`src/rtl/peak_report_pkg.sv`:
```
// Shared constants and state encoding for the peak-report sequencer.
package peak_report_pkg;

  localparam logic [7:0] CMD_CH_BASE = 8'h31;
  localparam logic [7:0] CMD_ALL     = 8'h41;
  localparam int         ACK_TIMEOUT = 1024;
  localparam int         NUM_CH      = 4;
  localparam int         TO_WIDTH    = $clog2(ACK_TIMEOUT);

  typedef enum logic [2:0] {
    IDLE,
    SELECT,
    SEND_LO,
    WAIT_LO,
    SEND_HI,
    WAIT_HI
  } state_e;

  // Bytes '1'..'4' select a single channel.
  function automatic logic isChannelCmd(input logic [7:0] cmdByte);
    return (cmdByte >= CMD_CH_BASE) && (cmdByte < CMD_CH_BASE + 8'(NUM_CH));
  endfunction

endpackage

```
`src/rtl/peak_report_timeout.sv`:
```
// Loadable up-counter that flags when the UART acknowledge window has run out.
module peak_report_timeout
  import peak_report_pkg::*;
#(
  parameter int WIDTH = TO_WIDTH,
  parameter int LIMIT = ACK_TIMEOUT
) (
  input  logic             clk_i,
  input  logic             reset_b_i,
  input  logic             clear_i,
  input  logic             load_i,
  input  logic [WIDTH-1:0] load_value_i,
  input  logic             enable_i,
  output logic             expired_o
);

  logic [WIDTH-1:0] count_q;
  logic [WIDTH-1:0] count_d;

  always_comb begin
    count_d = count_q;
    if (clear_i) begin
      count_d = '0;
    end else if (load_i) begin
      count_d = load_value_i;
    end else if (enable_i) begin
      count_d = count_q + 1'b1;
    end
  end

  always_ff @(posedge clk_i) begin
    if (!reset_b_i) begin
      count_q <= '0;
    end else begin
      count_q <= count_d;
    end
  end

  assign expired_o = (count_q == WIDTH'(LIMIT - 1));

endmodule

```
`src/rtl/peak_report_ctrl.sv`:
```
// Command decoder and sequencer that streams held 16-bit peaks out of the UART,
// low byte first, one channel or all four per command.
module peak_report_ctrl
  import peak_report_pkg::*;
(
  input  logic       clk_i,
  input  logic       reset_b_i,
  input  logic [7:0] rx_data_i,
  input  logic       rx_valid_i,
  input  logic       tx_busy_i,
  output logic       tx_start_o,
  output logic [7:0] channel_sel_o,
  output logic       hold_data_sel_o,
  output logic       byte_to_send_sel_o,
  output logic       busy_o,
  output logic       cmd_error_o,
  output logic       tx_error_o
);

  state_e     state_q;
  logic [7:0] channelSel_q;
  logic       holdSel_q;
  logic       byteSel_q;
  logic       txStart_q;
  logic       busy_q;
  logic       cmdError_q;
  logic       txError_q;
  logic       allMode_q;
  logic       ackSeen_q;

  logic       sending;
  logic       waiting;
  logic       countClear;
  logic       countEnable;
  logic       ackExpired;

  assign sending     = (state_q == SEND_LO) || (state_q == SEND_HI);
  assign waiting     = (state_q == WAIT_LO) || (state_q == WAIT_HI);
  assign countClear  = sending && !tx_busy_i;
  assign countEnable = waiting && !ackSeen_q && !tx_busy_i;

  peak_report_timeout #(
    .WIDTH(TO_WIDTH),
    .LIMIT(ACK_TIMEOUT)
  ) u_timeout (
    .clk_i       (clk_i),
    .reset_b_i   (reset_b_i),
    .clear_i     (countClear),
    .load_i      (1'b0),
    .load_value_i('0),
    .enable_i    (countEnable),
    .expired_o   (ackExpired)
  );

  // WAIT states first see tx_busy rise (ackSeen_q), then wait for it to fall.
  always_ff @(posedge clk_i) begin
    if (!reset_b_i) begin
      state_q      <= IDLE;
      channelSel_q <= 8'd1;
      holdSel_q    <= 1'b0;
      byteSel_q    <= 1'b0;
      txStart_q    <= 1'b0;
      busy_q       <= 1'b0;
      cmdError_q   <= 1'b0;
      txError_q    <= 1'b0;
      allMode_q    <= 1'b0;
      ackSeen_q    <= 1'b0;
    end else begin
      txStart_q  <= 1'b0;
      cmdError_q <= 1'b0;
      txError_q  <= 1'b0;
      if (rx_valid_i && (state_q != IDLE)) begin
        cmdError_q <= 1'b1;
      end
      case (state_q)
        IDLE: begin
          holdSel_q <= 1'b0;
          if (rx_valid_i) begin
            if (isChannelCmd(rx_data_i)) begin
              channelSel_q <= rx_data_i - CMD_CH_BASE + 8'd1;
              allMode_q    <= 1'b0;
              busy_q       <= 1'b1;
              state_q      <= SELECT;
            end else if (rx_data_i == CMD_ALL) begin
              channelSel_q <= 8'd1;
              allMode_q    <= 1'b1;
              busy_q       <= 1'b1;
              state_q      <= SELECT;
            end else begin
              cmdError_q <= 1'b1;
            end
          end
        end
        SELECT: begin
          holdSel_q <= 1'b1;
          byteSel_q <= 1'b0;
          state_q   <= SEND_LO;
        end
        SEND_LO, SEND_HI: begin
          if (!tx_busy_i) begin
            txStart_q <= 1'b1;
            ackSeen_q <= 1'b0;
            state_q   <= (state_q == SEND_LO) ? WAIT_LO : WAIT_HI;
          end
        end
        WAIT_LO, WAIT_HI: begin
          if (!ackSeen_q) begin
            if (tx_busy_i) begin
              ackSeen_q <= 1'b1;
            end else if (ackExpired) begin
              txError_q <= 1'b1;
              busy_q    <= 1'b0;
              holdSel_q <= 1'b0;
              byteSel_q <= 1'b0;
              state_q   <= IDLE;
            end
          end else if (!tx_busy_i) begin
            if (state_q == WAIT_LO) begin
              byteSel_q <= 1'b1;
              state_q   <= SEND_HI;
            end else if (allMode_q && (channelSel_q < 8'(NUM_CH))) begin
              channelSel_q <= channelSel_q + 8'd1;
              holdSel_q    <= 1'b0;
              state_q      <= SELECT;
            end else begin
              busy_q    <= 1'b0;
              holdSel_q <= 1'b0;
              byteSel_q <= 1'b0;
              state_q   <= IDLE;
            end
          end
        end
        default: state_q <= IDLE;
      endcase
    end
  end

  assign tx_start_o         = txStart_q;
  assign channel_sel_o      = channelSel_q;
  assign hold_data_sel_o    = holdSel_q;
  assign byte_to_send_sel_o = byteSel_q;
  assign busy_o             = busy_q;
  assign cmd_error_o        = cmdError_q;
  assign tx_error_o         = txError_q;

endmodule
```
`config.mk`:
```
export PLATFORM = sky130hd
export DESIGN_NAME = peak_report_ctrl
export DESIGN_NICKNAME = d
export VERILOG_FILES = /design/src/rtl/peak_report_pkg.sv /design/src/rtl/peak_report_timeout.sv /design/src/rtl/peak_report_ctrl.sv
export SDC_FILE = /design/constraint.sdc
export NUM_CORES = 1
export LEC_CHECK = 0
export ABC_AREA = 1
export CAP_MARGIN = 40
export CORE_UTILIZATION = 40
export DETAILED_ROUTE_END_ITERATION = 10
export GPL_TIMING_DRIVEN = 0
export SYNTH_ARGS = -nofsm -noshare
export SYNTH_HDL_FRONTEND = slang
export SYNTH_SLANG_ARGS = --single-unit
export TNS_END_PERCENT = 5
```
`constraint.sdc`:
```
create_clock -name clk_i -period 3.94 [get_ports clk_i]
set_input_delay 0.788 -clock clk_i [delete_from_list [all_inputs] [get_ports clk_i]]
set_output_delay 0.788 -clock clk_i [all_outputs]
set_load 0.02 [all_outputs]
```
==> flow_metrics.tcl <==
set metrics [dict create \
    grt_pass1_wl_um 7182 \
    regToRegSetupSlack_ns 2.34 \
    clock_latency_ns 0.28 \
    post_synth_xor_area_fraction 0.01441 \
    crit_path_top_delay_cell "clkdlybuf4s50_1" \
    synthSimpleGateAreaFrac 0.4283 \
    grt_max_degree 11 \
    gr-total-overflow 0 \
    crit_required_ns 4.16 \
    boundaryPins 26 \
    yosysUniqueCellTypes 28 \
    critPathLaunchType "primary input" \
    slowest_delay_ns 0.50 \
    yosys-mux-area-fraction 0 \
    grt_busiest_layer "met2" \
    crit_buf_inv 1 \
    drc_errors 0 \
    synth_flop_cell "dfxtp_1" \
    p_int_uw 559.0 \
    synth-edff-count 0 \
    synth_compound_area_frac 0.1064 \
    place_hpwl_um 3138 \
    core_sq_um 4354 \
    powerDensity_nw_per_um2 369.8 \
    tightest_slew_ns 0.2662 \
    synth_cells 279 \
    finalSetupTns_ns 0 \
    min_from "hold_data_sel_o" \
    clk_path_buf_depth 2 \
    met1_usage 0.2319 \
    syn_area_sq_um 1823 \
    synthArstFlopShare 0 \
    grtUsageMet2 0.3150 \
    synth_nets 295 \
    p_leak_uw 0.001026 \
    chipHeight_um 69.51 \
    critPathTopFamily "simple AND/OR/NAND/NOR gates" \
    period_minus_slack_ns 2.332 \
    final_util 0.5144 \
    track_usage 0.1884 \
    cts_hold_buf 0 \
    max_freq_mhz 428.8 \
    drt_iter0_markers 97 \
    dr.pass1.iters 4 \
    crit_top_cell "nand2_1" \
    p_sw_frac 0.3251 \
    seq_area_frac_synth 0.3185 \
    clkPwrFrac 0.335 \
    drt-wirelength-per-cell_um 11.23 \
    hold_slack_ns 0.4626 \
    clock_skew_ns 0.003618 \
    hold-path-endpoint "hold_data_sel_o" \
    viasPerCell 4.912 \
    r2r-start "state_q[1]" \
    hold_class "reg -> reg" \
    setup-violations-final 0 \
    cts.sinks 29 \
    n_antenna_cell 0 \
    ir_drop_mv 0.2009 \
    cts_tree "built" \
    grt_use_met3 0.04942 \
    ant_nets 0 \
    cts_setup_buffers 0 \
    slew_headroom 0.8224 \
    seq_power_share 0.396 \
    die-area_sq_um 4832 \
    arrival_ns 2.55 \
    end_kind "flop" \
    fp.dieW_um 69.51 \
    numCtsBuffers 5 \
    vias 1788 \
    avgSynthCellArea_sq_um 6.534 \
    fin_crit_sh 0.5919 \
    run_status "finished, final reports clean" \
    root_buffer "clkbuf_8" \
    gp_congestion 0.8039 \
    hold_viol 0 \
    rsz0062_at_grt "no" \
    io_buffer_count 25 \
    first_global_vias 1604 \
    start_util 0.4187 \
    area_growth_pct 22.86 \
    synthAdderAreaFrac 0.02745 \
    drv_slew 0 \
    worstPathMaxFanout 9 \
    maxCapViolations 0 \
    drt_wl_total_um 4087 \
    ff2ff_path_depth 8 \
    antenna_found_initial 0 \
    p_switching_uw 269.3 \
    htreeDepth 2 \
    drive_gt1_frac 0.1314 \
    num_rows 24 \
    path_cells "clkdlybuf4s50_1 > ha_1 > nand2_1 > nor2_2 > nand3_2 > nand3_2 > nand2_1 > nor2_4 > nand2_1 > a21oi_1" \
    cts-resized-gates 0 \
    min_delay_path_depth 2 \
    path_class "in -> reg" \
    comb_power_share 0.269 \
    nets 327 \
    path_clk_slew_ns 0.06 \
    reg2reg_to "state_q[2]" \
    synth_top_family_by_area "simple AND/OR/NAND/NOR gates" \
    ys_ff_latch 29 \
    ys_warn_count 0 \
]
power groups by stage:
stage          logic (uW)  clock network (uW)  registers (uW)
6_report              223                 277             328
5_1_grt               251                 299             332
4_1_cts               225                 289             329
3_5_place_dp          224                   0             335
3_3_place_gp          223                   0             335
2_1_floorplan         135                   0             351
cell usage after synthesis, types with 2 or more instances:
master	n	share of area
nand3b_1	2	0.0082
nand3_2	5	0.027
nor3_1	9	0.025
inv_2	5	0.010
nand2_4	2	0.012
nand3_1	18	0.049
nor2_2	2	0.0069
o21ai_0	14	0.038
o21ai_2	2	0.0096
o21ai_1	2	0.0055
nand2_2	8	0.027
nor2_1	38	0.078
nand2_1	66	0.14
buf_6	2	0.012
dfxtp_1	29	0.32
inv_1	40	0.082
ha_1	4	0.027
nor2_4	4	0.025
nand4_1	5	0.017
a21oi_1	13	0.036
xnor2_1	2	0.0096
cell type report:
type,count,area (sq um)
Tap cell,52,65.06
Multi-Input combinational cell,203,1051
Inverter,45,168.9
Timing Repair Buffer,25,250.2
Sequential cell,29,580.6
Fill cell,456,2115
Clock buffer,7,96.34
Buffer,2,22.52
Clock inverter,1,5.005
metal layers:
metal | wire [um] | vias up
li1 | - | 950
met1 | 1933 | 792
met2 | 1906 | 39
met3 | 187 | 7
met4 | 59 | 0
met5 | 0 | -
worst max path at each step:
stage,from,to,slack [ns],cells past startpoint
2_1_floorplan,rx_data_i[4],state_q[1],2.07,8
3_3_place_gp,rx_data_i[4],state_q[1],1.30,9
3_5_place_dp,rx_data_i[4],state_q[1],1.29,10
4_1_cts,rx_data_i[5],state_q[1],1.59,10
5_1_grt,rx_data_i[4],state_q[0],1.39,10
6_report,rx_data_i[5],state_q[1],1.61,10
through the flow:
step | std cells | setup slack [ns] | total power (uW) | area, sq um
2_1_floorplan | 279 | 2.069 | 485.7 | 1823
3_3_place_gp | 356 | 1.303 | 557.9 | 2138
3_5_place_dp | 356 | 1.293 | 559.8 | 2138
4_1_cts | 364 | 1.592 | 842.1 | 2240
5_1_grt | 364 | 1.395 | 881.6 | 2240
6_report | 364 | 1.608 | 828.3 | 2240
registers in the layout, indices dropped and copies added, names as in the netlist:
signal / cells
ackSeen_q: 1
channel_sel_o: 8
busy_o: 1
tx_start_o: 1
state_q: 3
hold_data_sel_o: 1
cmd_error_o: 1
allMode_q: 1
byte_to_send_sel_o: 1
tx_error_o: 1
u_timeout.count_q: 10
placed cells by master, fill, tap and decap left out, types with 4 or more instances in the layout:
cell	count
nand2_1	66
inv_1	40
nor2_1	38
dfxtp_1	29
clkdlybuf4s50_1	25
nand3_1	18
o21ai_0	14
a21oi_1	13
nor3_1	9
nand2_2	8
clkbuf_8	7
nand4_1	5
inv_2	5
nand3_2	5
nor2_4	4
ha_1	4
cells by family (layout without fill, tap and decap cells):
group                      after synthesis  after routing
and+or+nand+nor                        161            161
buffers and inverters                   47             80
AOI/OAI and AO/OA                       35             35
DFF                                     29             29
adders and majority gates                4              4
xor gates and xnor gates                 3              3
worst register-to-register path: stages, from the launching register on:
cell     delay [ns]
dfxtp_1        0.36
inv_2          0.10
nand2_2        0.08
nor2_2         0.20
nand3_2        0.25
nand2_1        0.24
nor2_4         0.07
o21ai_0        0.14
nor2_1         0.06
Note: power is estimated with default switching activity, not from simulation.
